`src/rtl/mod_bus_pkg.sv`:
```
// mod_bus_pkg: shared request type, FSM states and bus widths
// for the bus_controller module-port front end.
package mod_bus_pkg;

  localparam int MOD_AW   = 16;
  localparam int MOD_DW   = 128;
  localparam int MOD_TAGW = 2;

  typedef struct packed {
    logic                wr;
    logic [MOD_AW-1:0]   addr;
    logic [MOD_DW-1:0]   wdata;
    logic [MOD_TAGW-1:0] tag;
  } mod_req_t;

  typedef enum logic [1:0] {
    IDLE,
    ISSUE,
    RESP
  } mod_state_t;

endpackage

```
`src/rtl/mod_req_fifo.sv`:
```
// mod_req_fifo: in-order circular request buffer; head is
// visible combinationally, count/full/empty from registered count.
module mod_req_fifo
  import mod_bus_pkg::*;
#(
  parameter int DEPTH = 4
) (
  input  logic                   clk,
  input  logic                   rst_n,
  input  logic                   push,
  input  logic                   pop,
  input  mod_req_t               din,
  output mod_req_t               head,
  output logic [$clog2(DEPTH):0] count,
  output logic                   full,
  output logic                   empty
);

  localparam int AW = $clog2(DEPTH);

  mod_req_t      mem [DEPTH];
  logic [AW-1:0] wr_ptr;
  logic [AW-1:0] rd_ptr;
  logic          do_push;
  logic          do_pop;

  assign full    = count == (AW+1)'(DEPTH);
  assign empty   = count == '0;
  assign do_push = push & ~full;
  assign do_pop  = pop & ~empty;
  assign head    = mem[rd_ptr];

  // Pointers wrap naturally since DEPTH is a power of two.
  always_ff @(posedge clk or negedge rst_n) begin
    if (!rst_n) begin
      wr_ptr <= '0;
      rd_ptr <= '0;
      count  <= '0;
    end else begin
      if (do_push) wr_ptr <= wr_ptr + 1'b1;
      if (do_pop)  rd_ptr <= rd_ptr + 1'b1;
      if (do_push && !do_pop)
        count <= count + 1'b1;
      else if (!do_push && do_pop)
        count <= count - 1'b1;
    end
  end

  always_ff @(posedge clk) begin
    if (do_push) mem[wr_ptr] <= din;
  end

endmodule

```
`src/rtl/mod_req_queue.sv`:
```
// mod_req_queue: buffers client line requests and issues them one at a
// time to bus_controller. Optional watchdog: define MOD_TIMEOUT_EN.
module mod_req_queue
  import mod_bus_pkg::*;
#(
  parameter int DEPTH   = 4,
  parameter int TAGW    = 2,
  parameter int TIMEOUT = 255
) (
  input  logic                   BUS_CLK,
  input  logic                   RST,
  input  logic                   REQ_V,
  input  logic                   REQ_WR,
  input  logic [MOD_AW-1:0]      REQ_A,
  input  logic [MOD_DW-1:0]      REQ_WDATA,
  input  logic [TAGW-1:0]        REQ_TAG,
  output logic                   REQ_READY,
  output logic                   RSP_V,
  output logic                   RSP_WR,
  output logic [TAGW-1:0]        RSP_TAG,
  output logic [MOD_DW-1:0]      RSP_RDATA,
  output logic                   RSP_ERR,
  output logic                   MOD_EN,
  output logic                   MOD_WR,
  output logic [MOD_AW-1:0]      MOD_A,
  output logic [MOD_DW-1:0]      MOD_WRITE_DATA,
  input  logic [MOD_DW-1:0]      MOD_READ_DATA,
  input  logic                   MOD_R,
  output logic [$clog2(DEPTH):0] COUNT
);

  mod_req_t   req;
  mod_req_t   head;
  mod_state_t state;
  logic       push;
  logic       done;
  logic       expire;
  logic       rdy_q;
  logic       full;
  logic       empty;

  assign req = '{
    wr:    REQ_WR,
    addr:  REQ_A,
    wdata: REQ_WDATA,
    tag:   MOD_TAGW'(REQ_TAG)
  };

  // rdy_q keeps REQ_READY low until the first edge after reset.
  assign REQ_READY = rdy_q & ~full;
  assign push      = REQ_V & REQ_READY;
  assign done      = (state == ISSUE) & (MOD_R | expire);

  mod_req_fifo #(
    .DEPTH (DEPTH)
  ) u_fifo (
    .clk   (BUS_CLK),
    .rst_n (RST),
    .push  (push),
    .pop   (done),
    .din   (req),
    .head  (head),
    .count (COUNT),
    .full  (full),
    .empty (empty)
  );

`ifdef MOD_TIMEOUT_EN
  localparam int WDW = $clog2(TIMEOUT + 1);

  logic [WDW-1:0] wd;

  // Expiry fires on the cycle the count would reach TIMEOUT.
  assign expire = (state == ISSUE) & ~MOD_R
                & (wd == WDW'(TIMEOUT - 1));

  always_ff @(posedge BUS_CLK or negedge RST) begin
    if (!RST)
      wd <= '0;
    else if (state != ISSUE)
      wd <= '0;
    else
      wd <= wd + 1'b1;
  end
`else
  assign expire = 1'b0;
`endif

  always_ff @(posedge BUS_CLK or negedge RST) begin
    if (!RST) begin
      state          <= IDLE;
      rdy_q          <= 1'b0;
      MOD_EN         <= 1'b0;
      MOD_WR         <= 1'b0;
      MOD_A          <= '0;
      MOD_WRITE_DATA <= '0;
      RSP_V          <= 1'b0;
      RSP_WR         <= 1'b0;
      RSP_TAG        <= '0;
      RSP_RDATA      <= '0;
      RSP_ERR        <= 1'b0;
    end else begin
      rdy_q <= 1'b1;
      RSP_V <= 1'b0;
      unique case (state)
        IDLE, RESP: begin
          if (!empty) begin
            state          <= ISSUE;
            MOD_EN         <= 1'b1;
            MOD_WR         <= head.wr;
            MOD_A          <= head.addr;
            MOD_WRITE_DATA <= head.wr ? head.wdata : '0;
          end else begin
            state <= IDLE;
          end
        end
        ISSUE: begin
          if (done) begin
            state     <= RESP;
            MOD_EN    <= 1'b0;
            RSP_V     <= 1'b1;
            RSP_WR    <= head.wr;
            RSP_TAG   <= TAGW'(head.tag);
            RSP_ERR   <= ~MOD_R;
            RSP_RDATA <= (MOD_R & ~head.wr)
                       ? MOD_READ_DATA : '0;
          end
        end
        default: state <= IDLE;
      endcase
    end
  end

endmodule

```
`config.mk`:
```
export PLATFORM = sky130hd
export DESIGN_NAME = mod_req_queue
export DESIGN_NICKNAME = d
export VERILOG_FILES = /design/src/rtl/mod_bus_pkg.sv /design/src/rtl/mod_req_fifo.sv /design/src/rtl/mod_req_queue.sv
export SDC_FILE = /design/constraint.sdc
export NUM_CORES = 1
export LEC_CHECK = 0
export ABC_AREA = 1
export CAP_MARGIN = 10
export CORE_UTILIZATION = 50
export CTS_CLUSTER_DIAMETER = 150
export DETAILED_ROUTE_END_ITERATION = 7
export GPL_ROUTABILITY_DRIVEN = 0
export HOLD_SLACK_MARGIN = 0.06
export PLACE_DENSITY_LB_ADDON = 0.05
export SYNTH_ARGS = -nofsm -noshare
export SYNTH_HDL_FRONTEND = slang
export SYNTH_SLANG_ARGS = --single-unit
```
`constraint.sdc`:
```
create_clock -name BUS_CLK -period 10 [get_ports BUS_CLK]
set_input_delay 1.5 -clock BUS_CLK [delete_from_list [all_inputs] [get_ports BUS_CLK]]
set_output_delay 1.5 -clock BUS_CLK [all_outputs]
set_load 0.02 [all_outputs]
```
==> impl_metrics.yaml <==
detailed_routing:
  ant_nets: 0
  drtIter0Drc: 1830
  drt_wl_total_um: 92800
  vias: 24700
  routed_via_density: 4.94
  firstDrtPassIters: 5
  wl_per_cell_um: 18.5
  drc: 0
global_routing:
  grt_pass1_wl_um: 143000
  overflow: 0
  antenna_found_initial: 15
  grt_util_all_layers_pct: 25.5
  grt_pass1_vias: 23800
  grt_max_degree: 148
clock_network:
  ctsResizeCount: 0
  postCtsSetupBuffers: 0
  cts_buffers: 92
  cts_hold_buffers: 0
  path_clk_slew_ps: 60
  cts_root_buf: "clkbuf_16"
  htree_levels: 3
  clk-insertion-delay-late_ps: 640
  clockBufferDepth: 3
  cts_tree: "built"
  numClockSinks: 877
synth:
  synthAdderAreaFrac_pct: 0.231
  ys_ff_latch: 877
  synthFlopType: "edfxtp_1"
  syn-cell-area_um2: 35700
  synthMuxAreaShare_pct: 0
  synth_top_family_by_area: "simple AND/OR/NAND/NOR gates"
  yosys.area_share.simple_pct: 21.2
  synth_edf_count: 588
  synth.most_common_cell: "nand2_1"
  synth_area_leaders: "edfxtp_1 (49%), dfrtp_1 (20%), nand2_1 (13%)"
  avgSynthCellArea_um2: 10.2
  syn_nets: 3777
  synth_common_cells: "nand2_1 (1250), edfxtp_1 (588), inv_1 (525), nand3_1 (517), dfrtp_1 (289)"
  synthArstFlopShare_pct: 33.0
  ys_warn_count: 0
  syn_inst: 3492
  ys_types: 21
  synth-xor-area-share_pct: 0.0981
  yosysTopAreaCellShare_pct: 49.5
  synth_compound_area_share_pct: 0.641
  seq_area_frac_synth_pct: 69.7
  yosysTopAreaCell: "edfxtp_1"
power:
  p_clk_share_pct: 27.0
  switching_share_pct: 37.0
  pwr-share-seq_pct: 37.7
  pwr_density_cell_nw_per_um2: 288
  p_switching_mw: 4.81
  internal_power_mw: 8.19
  max-vdd-ir-drop_mv: 0.251
  p_leak_nw: 20.6
  pwr-share-comb_pct: 35.4
critical_path:
  path_buf_inv: 2
  crit_chain: "clkdlybuf4s50_1, nand3_1, nor2_4, buf_4"
  crit_family: "simple AND/OR/NAND/NOR gates"
  r2r_start: "u_fifo.rd_ptr[1]$_DFFE_PN0P_"
  worstSetupStartpointType: "input port"
  crit_slowest_cell: "nor2_4"
  critical_path_class: "input port to flip-flop"
  rrSetupSlack_ps: 6340
  critPathRequiredTime_ps: 10250
  arrival_ps: 4340
  rr_worst_depth: 6
  r2r-end: "MOD_WRITE_DATA[39]$_DFFE_PN0P_"
  critPathMaxStageDelay_ps: 1030
  end_kind: "flip-flop"
  cp_max_fo: 59
layout:
  drive_gt1_share_pct: 4.58
  nNetsFinal: 4269
  multi_input_area_um2: 7990
  fill_cells: 5659
  seq_area_um2: 24900
  final_cell_area_um2: 45100
  area_growth_pct: 26.2
sta:
  worst-slew-pin-transition_ps: 1200
  setup_viol: 0
  rsz0062_at_grt: "no"
  hold_violations: 0
  finClkSkew_ps: 20.5
  max-slew-margin-rel_pct: 20.1
  finalCriticalPeriod_ps: 4090
  timing.hold.ws_ps: 475
  fmax_ghz: 0.244
  final.period_utilization_pct: 40.9
  timing.final.ws_setup_ps: 5910
  slew_viol_final: 0
  setup_tns_ps: 0
placed_design:
  dp_worst_setup_slack_ps: 5190
  hpwl_um: 54700
  io_buffer_count: 561
  placed_cell_area_um2: 41900
die:
  fp.dieW_um: 269
  core_um2: 70400
  die_h_um: 269
  ios: 562
  dieArea_um2: 72500
  num_rows: 97
  initial_utilization_pct: 50.7
min_path:
  min_from: "MOD_WRITE_DATA[46]$_DFFE_PN0P_"
  hold_depth: 2
  min_path_type: "flip-flop to flip-flop"
  hold-path-endpoint: "MOD_WRITE_DATA[46]$_DFFE_PN0P_"
job:
  drv_cap: 0
outcome:
  status: "finished, final reports clean"
## per-stage QoR
step           std cells  utilization, %  total power [mW]
3_5_place_dp        4830            59.5              9.62
2_1_floorplan       3492               -              7.83
4_1_cts             5004            64.0              13.1
6_report            5010            64.0              13.0
3_3_place_gp        4830            59.5              9.56
5_1_grt             5010            64.0              13.7
## power by group through the flow
stage          combinational, mW  clock (mW)  sequential [mW]
2_1_floorplan               2.45           0             5.38
3_3_place_gp                4.61           0             4.95
3_5_place_dp                4.66           0             4.96
4_1_cts                     4.68        3.57             4.90
5_1_grt                     5.07        3.71             4.96
6_report                    4.60        3.51             4.90
## worst max path at each step
| stage | startpoint | to | cells after the start | slack, ps |
|---|---|---|---|---|
| floorplan | REQ_V | u_fifo.mem[0][0]$_DFFE_PP_ | 2 | 1530 |
| global placement | REQ_V | u_fifo.mem[1][128]$_DFFE_PP_ | 4 | 5220 |
| detailed placement | REQ_V | u_fifo.mem[1][110]$_DFFE_PP_ | 4 | 5190 |
| CTS | REQ_V | u_fifo.mem[1][141]$_DFFE_PP_ | 4 | 5870 |
| global route | REQ_V | u_fifo.mem[1][141]$_DFFE_PP_ | 4 | 5720 |
| finish | REQ_V | u_fifo.mem[1][127]$_DFFE_PP_ | 4 | 5910 |
## cell usage in the layout, fill, tap and decap left out, drive strengths merged
master,n
nand2,1250
edfxtp,588
clkdlybuf4s50,560
inv,532
nand3,517
dfrtp,289
clkbuf,132
nor2,77
o21ai,41
clkinv,27
buf,24
bufinv,9
diode,6
ha,5
clkinvlp,4
xor2,3
xnor2,1
nand4,1
a21boi,1
a21oi,1
fa,1
conb,1
## cell type report
| type | instances | area share, % |
|---|---|---|
| flip-flops and latches | 877 | 55.2 |
| multi-input cells | 1899 | 17.7 |
| repair buffers | 584 | 13.0 |
| clock buffers | 132 | 5.94 |
| inverters | 530 | 4.45 |
| well taps | 940 | 2.61 |
| clock inverters | 42 | 1.04 |
| diodes | 6 | 0.0333 |
## tightest hold or removal path, stage by stage, from the launching register on
cell	delay (ps)
dfrtp_1	340
nand2_1	50
nand2_1	50
## layer usage
metal / track usage, % / wire length (µm)
met1: 33.8 / 38100
met3: 5.09 / 5610
met2: 42.5 / 46500
met4: 7.76 / 2390
met5: 0 / 129
## flip-flops by register name (all words and copies together) (netlist names), 3 cells and up
signal	cells
MOD_A	16
MOD_WRITE_DATA	128
RSP_RDATA	128
u_fifo.count	3
u_fifo.mem	588
## logic make-up (layout without fill, tap and decap cells)
kind of cell	count (synthesis)	count (layout)
DFF	877	877
buffers and inverters	716	1288
xor gates and xnor gates	4	4
adders and majority gates	6	6
AOI/OAI and AO/OA	43	43
other	1	7
and+or+nand+nor	1845	1845
Note: power is estimated with default switching activity, not from simulation.
